[src/rtl/serial_sched_pkg.sv]
// Shared types and defaults for the serial result scheduler.
// state_t, default parameters, and the round-robin wrap helper.
package serial_sched_pkg;

  typedef enum logic [1:0] {
    IDLE,
    ISSUE,
    BUSY,
    DONE
  } state_t;

  localparam int DEF_NUM_REQ        = 4;
  localparam int DEF_REQ_INDEX_BITS = 2;
  localparam int DEF_NUMBER_BITS    = 37;
  localparam int DEF_TIMEOUT_CYCLES = 1023;

  // Index that follows idx in a ring of n requesters.
  function automatic int next_index(input int idx, input int n);
    return (idx + 1 >= n) ? 0 : idx + 1;
  endfunction

endpackage

[src/rtl/rr_arbiter.sv]
// Combinational round-robin picker: first high req at or after ptr.
// Ports: req, ptr in; valid, index out. NUM_REQ need not be 2**k.
module rr_arbiter
  import serial_sched_pkg::*;
#(
  parameter int NUM_REQ        = DEF_NUM_REQ,
  parameter int REQ_INDEX_BITS = DEF_REQ_INDEX_BITS
) (
  input  logic [NUM_REQ-1:0]        req,
  input  logic [REQ_INDEX_BITS-1:0] ptr,
  output logic                      valid,
  output logic [REQ_INDEX_BITS-1:0] index
);

  always_comb begin
    valid = 1'b0;
    index = '0;
    for (int i = 0; i < NUM_REQ; i++) begin
      for (int k = 0; k < NUM_REQ; k++) begin
        if (!valid && req[k] &&
            k == (int'(ptr) + i) % NUM_REQ) begin
          valid = 1'b1;
          index = REQ_INDEX_BITS'(k);
        end
      end
    end
  end

endmodule

[src/rtl/serial_result_scheduler.sv]
// Shares one serial number encoder between NUM_REQ result producers.
// In: clk, reset, req, nums, enc_available. Out: ack, grant_index,
// busy, error, enc_num, enc_ready. Option: SERIAL_RESULT_SCHEDULER_TIMEOUT_EN.
module serial_result_scheduler
  import serial_sched_pkg::*;
#(
  parameter int NUM_REQ        = DEF_NUM_REQ,
  parameter int REQ_INDEX_BITS = DEF_REQ_INDEX_BITS,
  parameter int NUMBER_BITS    = DEF_NUMBER_BITS,
  parameter int TIMEOUT_CYCLES = DEF_TIMEOUT_CYCLES
) (
  input  logic                           clk,
  input  logic                           reset,
  input  logic [NUM_REQ-1:0]             req,
  input  logic [NUM_REQ*NUMBER_BITS-1:0] nums,
  output logic [NUM_REQ-1:0]             ack,
  output logic [REQ_INDEX_BITS-1:0]      grant_index,
  output logic                           busy,
  output logic                           error,
  output logic [NUMBER_BITS-1:0]         enc_num,
  output logic                           enc_ready,
  input  logic                           enc_available
);

  state_t                    state_q, state_d;
  logic [NUMBER_BITS-1:0]    num_q, num_d;
  logic                      rdy_q, rdy_d;
  logic [NUM_REQ-1:0]        ack_q, ack_d;
  logic                      busy_q, busy_d;
  logic [REQ_INDEX_BITS-1:0] gidx_q, gidx_d;
  logic [REQ_INDEX_BITS-1:0] ptr_q, ptr_d;

  logic                      arb_valid;
  logic [REQ_INDEX_BITS-1:0] arb_idx;
  logic [NUMBER_BITS-1:0]    sel_num;
  logic [NUM_REQ-1:0]        ack_hot;

  rr_arbiter #(
    .NUM_REQ       (NUM_REQ),
    .REQ_INDEX_BITS(REQ_INDEX_BITS)
  ) u_arb (
    .req  (req),
    .ptr  (ptr_q),
    .valid(arb_valid),
    .index(arb_idx)
  );

  always_comb begin
    sel_num = '0;
    for (int k = 0; k < NUM_REQ; k++) begin
      if (arb_idx == REQ_INDEX_BITS'(k)) begin
        sel_num = nums[k*NUMBER_BITS +: NUMBER_BITS];
      end
    end
  end

  always_comb begin
    ack_hot = '0;
    for (int k = 0; k < NUM_REQ; k++) begin
      ack_hot[k] = (gidx_q == REQ_INDEX_BITS'(k));
    end
  end

`ifdef SERIAL_RESULT_SCHEDULER_TIMEOUT_EN
  localparam int CNT_BITS = $clog2(TIMEOUT_CYCLES + 1);
  logic [CNT_BITS-1:0] cnt_q, cnt_d;
  logic                err_q, err_d;
  logic                tmo;
  assign tmo = (cnt_q == CNT_BITS'(TIMEOUT_CYCLES));
`endif

  always_comb begin
    state_d = state_q;
    num_d   = num_q;
    rdy_d   = rdy_q;
    ack_d   = '0;
    busy_d  = busy_q;
    gidx_d  = gidx_q;
    ptr_d   = ptr_q;
`ifdef SERIAL_RESULT_SCHEDULER_TIMEOUT_EN
    cnt_d   = cnt_q;
    err_d   = err_q;
`endif
    unique case (state_q)
      IDLE: begin
        rdy_d  = 1'b0;
        busy_d = 1'b0;
        if (arb_valid && enc_available) begin
          num_d   = sel_num;
          gidx_d  = arb_idx;
          rdy_d   = 1'b1;
          busy_d  = 1'b1;
          state_d = ISSUE;
        end
      end
      ISSUE: begin
        // Encoder takes the number when it drops available.
        if (!enc_available) begin
          rdy_d   = 1'b0;
          state_d = BUSY;
        end
      end
      BUSY: begin
        if (enc_available) begin
          ack_d   = ack_hot;
          ptr_d   = REQ_INDEX_BITS'(
                      next_index(int'(gidx_q), NUM_REQ));
          state_d = DONE;
        end
      end
      DONE: begin
        busy_d  = 1'b0;
        state_d = IDLE;
      end
      default: begin
        state_d = IDLE;
        num_d   = '0;
        rdy_d   = 1'b0;
        busy_d  = 1'b0;
        gidx_d  = '0;
      end
    endcase
`ifdef SERIAL_RESULT_SCHEDULER_TIMEOUT_EN
    if (state_d != state_q) begin
      cnt_d = '0;
    end else if (state_q == ISSUE || state_q == BUSY) begin
      if (tmo) begin
        // Abandon; request stays pending, pointer unchanged.
        rdy_d   = 1'b0;
        busy_d  = 1'b0;
        err_d   = 1'b1;
        state_d = IDLE;
        cnt_d   = '0;
      end else begin
        cnt_d = cnt_q + 1'b1;
      end
    end
`endif
  end

  always_ff @(posedge clk or posedge reset) begin
    if (reset) begin
      state_q <= IDLE;
      num_q   <= '0;
      rdy_q   <= 1'b0;
      ack_q   <= '0;
      busy_q  <= 1'b0;
      gidx_q  <= '0;
      ptr_q   <= '0;
    end else begin
      state_q <= state_d;
      num_q   <= num_d;
      rdy_q   <= rdy_d;
      ack_q   <= ack_d;
      busy_q  <= busy_d;
      gidx_q  <= gidx_d;
      ptr_q   <= ptr_d;
    end
  end

`ifdef SERIAL_RESULT_SCHEDULER_TIMEOUT_EN
  always_ff @(posedge clk or posedge reset) begin
    if (reset) begin
      cnt_q <= '0;
      err_q <= 1'b0;
    end else begin
      cnt_q <= cnt_d;
      err_q <= err_d;
    end
  end
  assign error = err_q;
`else
  // Constant 0: no watchdog in this build.
  assign error = (TIMEOUT_CYCLES < 0);
`endif

  assign enc_num     = num_q;
  assign enc_ready   = rdy_q;
  assign ack         = ack_q;
  assign busy        = busy_q;
  assign grant_index = gidx_q;

endmodule

[config.mk]
export PLATFORM = sky130hd
export DESIGN_NAME = serial_result_scheduler
export DESIGN_NICKNAME = d
export VERILOG_FILES = /design/src/rtl/serial_sched_pkg.sv /design/src/rtl/rr_arbiter.sv /design/src/rtl/serial_result_scheduler.sv
export SDC_FILE = /design/constraint.sdc
export NUM_CORES = 1
export LEC_CHECK = 0
export ABC_AREA = 1
export ABC_CLOCK_PERIOD_IN_PS = 6400
export BUFFER_PORTS_ARGS = -buffer_cell sky130_fd_sc_hd__buf_2
export CORE_UTILIZATION = 40
export DETAILED_ROUTE_END_ITERATION = 16
export PLACE_DENSITY = 0.72
export SETUP_SLACK_MARGIN = 0.5
export SKIP_CTS_REPAIR_TIMING = 1
export SLEW_MARGIN = 20
export SYNTH_ARGS = -nofsm -noshare
export SYNTH_HDL_FRONTEND = slang
export SYNTH_SLANG_ARGS = --single-unit
[constraint.sdc]
create_clock -name clk -period 6.4 [get_ports clk]
set_input_delay 0.64 -clock clk [delete_from_list [all_inputs] [get_ports clk]]
set_output_delay 0.64 -clock clk [all_outputs]
set_load 0.05 [all_outputs]
Word-level counts from Yosys, hierarchy flattened
Cells that the tools add are included.
Operators by class
  reduce and logical (&&, ||, !) cells: 63
  equal/unequal tests: 24
  bitwise operators: 3
  order comparisons: 1
  add/sub/neg operators: 4
  muxes and demuxes: 46
Operator list (number)
  $mux 37: 4
  $logic_not 32->1: 4
  $mux 2: 18
  $logic_and 1x1->1: 32
  $mux 1: 19
  $eq 3x3->1 const A: 6
  $logic_not 1->1: 15
  $eq 2x2->1 const B: 6
  $eq 2x3->1 const A: 3
  $mux 4: 2
  $pmux 2 s4: 1
  $eq 2x1->1 const B: 3
  $logic_not 2->1: 3
  $ne 2x2->1 const B: 3
  $reduce_and 2->1: 3
  $reduce_or 2->1: 3
  $add 2x2->2 const B: 2
  $eq 2x2->1 const A: 2
  $pmux 1 s2: 2
  $reduce_bool 2->1: 2
  $add 2x1->3 const B: 1
  $and 1x1->1 const A: 3
  $ge 3x3->1 const B: 1
  $reduce_and 3->1: 1
  2 further kinds: 2
Word-level totals
  logic and storage cells: 148
  flip-flop bits (word level): 49

Depth between registers and ports, before layout
  depth in word-level cells: 68
  gate-level depth with buffers: 19

Modules after synthesis
Synthesis repeated with hierarchy kept, for this count alone.
Unflattened totals
  cells, all modules: 526
  area, all modules: 3454.6 µm²
Modules (own cells, without submodules)
  serial_result_scheduler: area an instance 3166.8 µm², instances 1, seq. area each 1226.2 µm², cells each 466
  rr_arbiter: area an instance 287.8 µm², instances 1, seq. area each 0.0 µm², cells each 60

Worst setup path before layout
No wires, ideal clock.
  kind: in2reg
  from: in req[3]
  to: reg num_q[21] (netlist: enc_num[21])
  data required time: 6282 ps
  data arrival time: 2233 ps
  slack: 4049 ps
  stages on the path: 18
  setup time: 118 ps
  cell sequence: nand3_1 -> nand2_1 -> nor2_2 -> nand4_2 -> nor2_1 -> nand4_2 -> nor2_1 -> nor2_1 -> nand2_2 -> inv_2 -> nand2_2 -> buf_6 -> buf_6 -> nand3b_1 -> nand2_1 -> inv_1 -> nand2_1 -> nand2_1
On the way
  word-level cells in the longest chain between the ends: 56
  elaborated cells between the ends (all ways): 74
  those cells by class: eq/ne: 3; mux: 30; reduce/logical: 41
RTL lines
  start, declared: RTL line serial_result_scheduler.sv:14  | input logic [NUM_REQ-1:0] req,
  $logic_and 1x1->1 (2 in series): RTL line rr_arbiter.sv:20  | if (!valid && req[k] &&
  $mux 1: RTL line rr_arbiter.sv:20
  $logic_not 1->1: RTL line rr_arbiter.sv:20
  $logic_and 1x1->1 (2 in series): RTL line rr_arbiter.sv:20
  $mux 1: RTL line rr_arbiter.sv:20
  $logic_not 1->1: RTL line rr_arbiter.sv:20
  $logic_and 1x1->1 (2 in series): RTL line rr_arbiter.sv:20
  $mux 1: RTL line rr_arbiter.sv:20
  (+32 left out)
  $logic_not 1->1: RTL line rr_arbiter.sv:20
  $logic_and 1x1->1 (2 in series): RTL line rr_arbiter.sv:20
  $mux 1: RTL line rr_arbiter.sv:20
  $logic_not 1->1: RTL line rr_arbiter.sv:20
  $logic_and 1x1->1 (2 in series): RTL line rr_arbiter.sv:20
  $mux 2: RTL line rr_arbiter.sv:20
  $logic_not 2->1: RTL line serial_result_scheduler.sv:51  | if (arb_idx == REQ_INDEX_BITS'(k)) begin
  $mux 37 (4 in series): RTL line serial_result_scheduler.sv:51
  end signal, assigned: RTL line serial_result_scheduler.sv:152  | num_q <= num_d;
  end, declared: RTL line serial_result_scheduler.sv:26  | logic [NUMBER_BITS-1:0] num_q, num_d;
Several ways; a longest one is shown, not always the timed one.
A chain may end at the register's enable or synchronous reset.

Worst setup path after layout
  from: reg ptr_q[0]
  to: reg num_q[10] (netlist: enc_num[10])
On the way
  word-level cells in the longest chain between the ends: 68
  elaborated cells between the ends (all ways): 112
  those cells by class: add/sub: 3; eq/ne: 15; mux: 35; bitwise: 3; reduce/logical: 56
RTL lines
  start, declared: RTL line serial_result_scheduler.sv:31  | logic [REQ_INDEX_BITS-1:0] ptr_q, ptr_d;
  start signal, assigned: RTL line serial_result_scheduler.sv:157  | ptr_q <= ptr_d;
  $logic_not 32->1: RTL line rr_arbiter.sv:21  | k == (int'(ptr) + i) % NUM_REQ) begin
  $logic_and 1x1->1: RTL line rr_arbiter.sv:20
  $mux 1: RTL line rr_arbiter.sv:20
  $logic_not 1->1: RTL line rr_arbiter.sv:20
  $logic_and 1x1->1 (2 in series): RTL line rr_arbiter.sv:20
  $mux 1: RTL line rr_arbiter.sv:20
  $logic_not 1->1: RTL line rr_arbiter.sv:20
  $logic_and 1x1->1 (2 in series): RTL line rr_arbiter.sv:20
  (+45 left out)
  $logic_not 1->1: RTL line rr_arbiter.sv:20
  $logic_and 1x1->1 (2 in series): RTL line rr_arbiter.sv:20
  $mux 1: RTL line rr_arbiter.sv:20
  $logic_not 1->1: RTL line rr_arbiter.sv:20
  $logic_and 1x1->1 (2 in series): RTL line rr_arbiter.sv:20
  $mux 2: RTL line rr_arbiter.sv:20
  $logic_not 2->1: RTL line serial_result_scheduler.sv:51
  $mux 37 (4 in series): RTL line serial_result_scheduler.sv:51
Several ways; a longest one is shown, not always the timed one.

==> qor_table.md <==
| Result | Value |
| --- | --- |
| Worst slack after detailed placement | 2.02 ns |
| Net switching power | 1.63 mW |
| Cell internal power dissipation | 1.05 mW |
| Layout cell share with drive strength beyond 1 | 0.298 |
| Final sum of negative setup slack | 0 ns |
| Maximum number of pins on one net before global-route repair | 76 |
| Outcome | finished, final reports clean |
| Seq/Total Area, Yosys | 0.317 |
| Slew at the pin closest to its max-slew limit | 0.985 ns |
| Source-to-sink clock delay at the later pin of the worst-skew pair | 0.31 ns |
| CP Data Arrival Time | 4.37 ns |
| Unrepaired setup endpoints after global routing | false |
| Worst Path Max Fanout | 49 |
| Max capacitance violation total | 0 |
| Fraction of the core area covered by cells at the end of the flow | 0.527 |
| Input/output buffers | 199 |
| Highest-count cells in the layout ignoring fill and taps | 199 x sky130_fd_sc_hd__buf_2, 173 x sky130_fd_sc_hd__nand2_1, 75 x sky130_fd_sc_hd__nand4_1 |
| Number of clock buffers inserted by TritonCTS | 5 |
| Post-Route Hold Slack | 0.465 ns |
| Routed wire per std cell | 14.1 microns |
| PD cells | 549 nW/um^2 |
| Clock Skew | 0.0146 ns |
| Final-report hold violation count | 0 |
| Post-Syn Area per Cell | 6.65 sq um |
| Pwr Total | 2.68 mW |
| Final routed DRC violation total | 0 |
| GRT overflow | 0 |
| Static power due to leakage | 2.82 nW |
| Vias in the first global route | 4311 |
| Synth Cell Area | 3870 sq um |
| Net count after synthesis | 745 |
| Number of iterations in the first detailed-routing pass | 5 |
| Clock Tree Buf Depth | 2 |
| Data required time at the worst endpoint | 6.60 ns |
| Layout overhead on the synthesized area | 26.4% |
| Post-Syn Instances | 582 |
| Max transition margin | 0.342 |
| Vert. Die Dim | 100 microns |
| Switching share of power | 0.609 |
| Clock tree from TritonCTS | yes |
| Tmin final | 4.17 ns |
| Via count of the routed design | 4607 |
| Share of power burned in combinational logic | 0.733 |
| Horizontal extent of the die | 100 microns |
| CTS H-tree depth | 2 |
| Max Clock Freq | 0.240 GHz |
| Maximum resistive drop on vdd | 0.261 mV |
| Relative contribution of sequential cells to total power | 0.197 |
| Final-report setup violation count | 0 |
| Clock group share of total power | 0.070 |
| First-pass GRT wire length | 20100 microns |
| Placeable core region | 9280 sq um |
| Slew Limit Fails | 0 |
| Vias/cell | 5.28 |
| Clock transition at the registers of the reported paths | 0.10 ns |
| Root Driver | sky130_fd_sc_hd__clkbuf_8 |
| Initial cell density of the core | 0.417 |
| Type of the worst setup path | reg -> reg |
| I/O pin count | 201 |
| RePlAce Congestion | 0.912 |
| Number of antenna violations at the first check in global routing | 0 |
| Final layout net count | 906 |
| Die footprint | 10100 sq um |
| Warnings from Yosys | 0 |
| Most frequent standard cell in the layout excluding fill and tap cells | sky130_fd_sc_hd__buf_2 |
| Remaining number of nets flagged by the antenna check after routing | 0 |
| All-Layer GR Usage | 0.248 |
| CP endpoint kind | flop |
| Startpoint types | flop |
| Library cells used by synthesis | 25 |
| Count of clock tree sinks | 49 |
| Worst path setup slack after routing | 2.23 ns |
| Hold WC Path Type | in -> async |
| Post-detail-place hpwl | 8700 microns |
| Final Cycle Share | 0.652 |
| Diode count | 0 |
| Total of flip-flops plus latches after synthesis | 49 |
| Total detailed-routing wirelength | 12300 microns |
| Floorplan row count | 35 |
| Iter 0 DRT Violations | 226 |
==> state kept, by name, summed over array words and instances (netlist names) <==
name	flops
enc_num	37
ack	4
grant_index	2
ptr_q	2
state_q	2
busy	1
enc_ready	1
==> synth_stat cells <==
| master | n | area, sq um |
|---|---|---|
| sky130_fd_sc_hd__nand2_1 | 173 | 649 |
| sky130_fd_sc_hd__nand4_1 | 75 | 469 |
| sky130_fd_sc_hd__inv_1 | 60 | 225 |
| sky130_fd_sc_hd__dfrtp_1 | 49 | 1230 |
| sky130_fd_sc_hd__nand3_1 | 45 | 225 |
| sky130_fd_sc_hd__nand3b_1 | 37 | 278 |
| sky130_fd_sc_hd__o21ai_1 | 30 | 150 |
| sky130_fd_sc_hd__nor2_1 | 23 | 86.3 |
| sky130_fd_sc_hd__buf_2 | 16 | 80.1 |
| sky130_fd_sc_hd__clkbuf_1 | 13 | 48.8 |
| sky130_fd_sc_hd__o21ai_0 | 13 | 65.1 |
| sky130_fd_sc_hd__ha_1 | 8 | 100 |
| sky130_fd_sc_hd__buf_1 | 7 | 26.3 |
| sky130_fd_sc_hd__buf_4 | 6 | 45.0 |
| sky130_fd_sc_hd__a21oi_1 | 5 | 25.0 |
| sky130_fd_sc_hd__buf_6 | 5 | 56.3 |
| sky130_fd_sc_hd__inv_2 | 3 | 11.3 |
| sky130_fd_sc_hd__nand2_2 | 3 | 18.8 |
| sky130_fd_sc_hd__nor2_2 | 3 | 18.8 |
| sky130_fd_sc_hd__nand4_2 | 2 | 25.0 |
| sky130_fd_sc_hd__nor3_1 | 2 | 10.0 |
| sky130_fd_sc_hd__conb_1 | 1 | 3.75 |
| sky130_fd_sc_hd__nor3_2 | 1 | 10.0 |
| sky130_fd_sc_hd__o21bai_1 | 1 | 7.51 |
| sky130_fd_sc_hd__o31ai_1 | 1 | 7.51 |
==> cell families (layout without fill, tap and decap cells) <==
| family | after synthesis | after routing | share of synthesized area |
|---|---|---|---|
| other | 1 | 1 | 0.000969 |
| AO/OA/AOI/OAI | 50 | 50 | 0.0660 |
| flip-flops | 49 | 49 | 0.317 |
| buffers and inverters | 110 | 272 | 0.127 |
| AND/OR/NAND/NOR | 364 | 364 | 0.463 |
| adder cells (fa/ha/maj) | 8 | 8 | 0.0259 |
==> worst paths after layout <==
kind / slack [ns] / endpoint / cells after the start / start
max: 2.23 / enc_num[10] / 18 / ptr_q[0]
min: 0.46 / enc_num[1] / 2 / reset
max reg2reg: 2.23 / enc_num[10] / 18 / ptr_q[0]
min reg2reg: 0.48 / busy / 2 / busy
max in group asynchronous: 5.39 / enc_num[26] / 2 / reset
min in group clk: 0.48 / busy / 2 / busy
==> power by group through the flow <==
stage	registers [mW]	clock network, mW	logic, mW
2_1_floorplan	0.931	0	1.23
3_3_place_gp	0.529	0	1.92
3_5_place_dp	0.531	0	1.96
4_1_cts	0.527	0.194	1.97
5_1_grt	0.544	0.207	2.20
6_report	0.528	0.187	1.97
==> area by class of cell <==
type	instances	area, sq um
fill	951	4400
clock buffer	5	68.8
multi-input combinational	423	2160
inverter	63	239
sequential	49	1230
clock inverter	3	22.5
tap	129	161
timing repair buffer	201	1010
==> layer usage <==
metal | up-vias | track usage | share of wire
met2 | 211 | 0.409 | 0.48
li1 | 2260 | - | -
met1 | 2108 | 0.326 | 0.42
met4 | 0 | 0.101 | 0.029
met3 | 28 | 0.0362 | 0.073
met5 | - | 0 | 0
==> stage by stage <==
step	instances	instance area (sq um)
after floorplan	582	3870
after global placement	865	4790
after detailed placement	865	4790
after CTS	873	4890
after global routing	873	4890
final	873	4890
==> critical path: stages, from the launching register on <==
cell	delay, ns
sky130_fd_sc_hd__dfrtp_1	0.44
sky130_fd_sc_hd__inv_1	0.10
sky130_fd_sc_hd__nand3_1	0.08
sky130_fd_sc_hd__nand2_1	0.08
sky130_fd_sc_hd__nor2_2	0.16
sky130_fd_sc_hd__nand4_2	0.12
sky130_fd_sc_hd__nor2_1	0.15
sky130_fd_sc_hd__nand4_2	0.14
sky130_fd_sc_hd__nor2_2	0.13
sky130_fd_sc_hd__nand3_1	0.10
sky130_fd_sc_hd__nand2_2	0.58
sky130_fd_sc_hd__inv_2	0.49
sky130_fd_sc_hd__nand2_2	0.54
sky130_fd_sc_hd__buf_4	0.51
sky130_fd_sc_hd__nand3b_1	0.13
sky130_fd_sc_hd__nand2_1	0.09
sky130_fd_sc_hd__inv_1	0.04
sky130_fd_sc_hd__nand2_1	0.06
sky130_fd_sc_hd__nand2_1	0.05
Power figures use the tool's default switching activity.
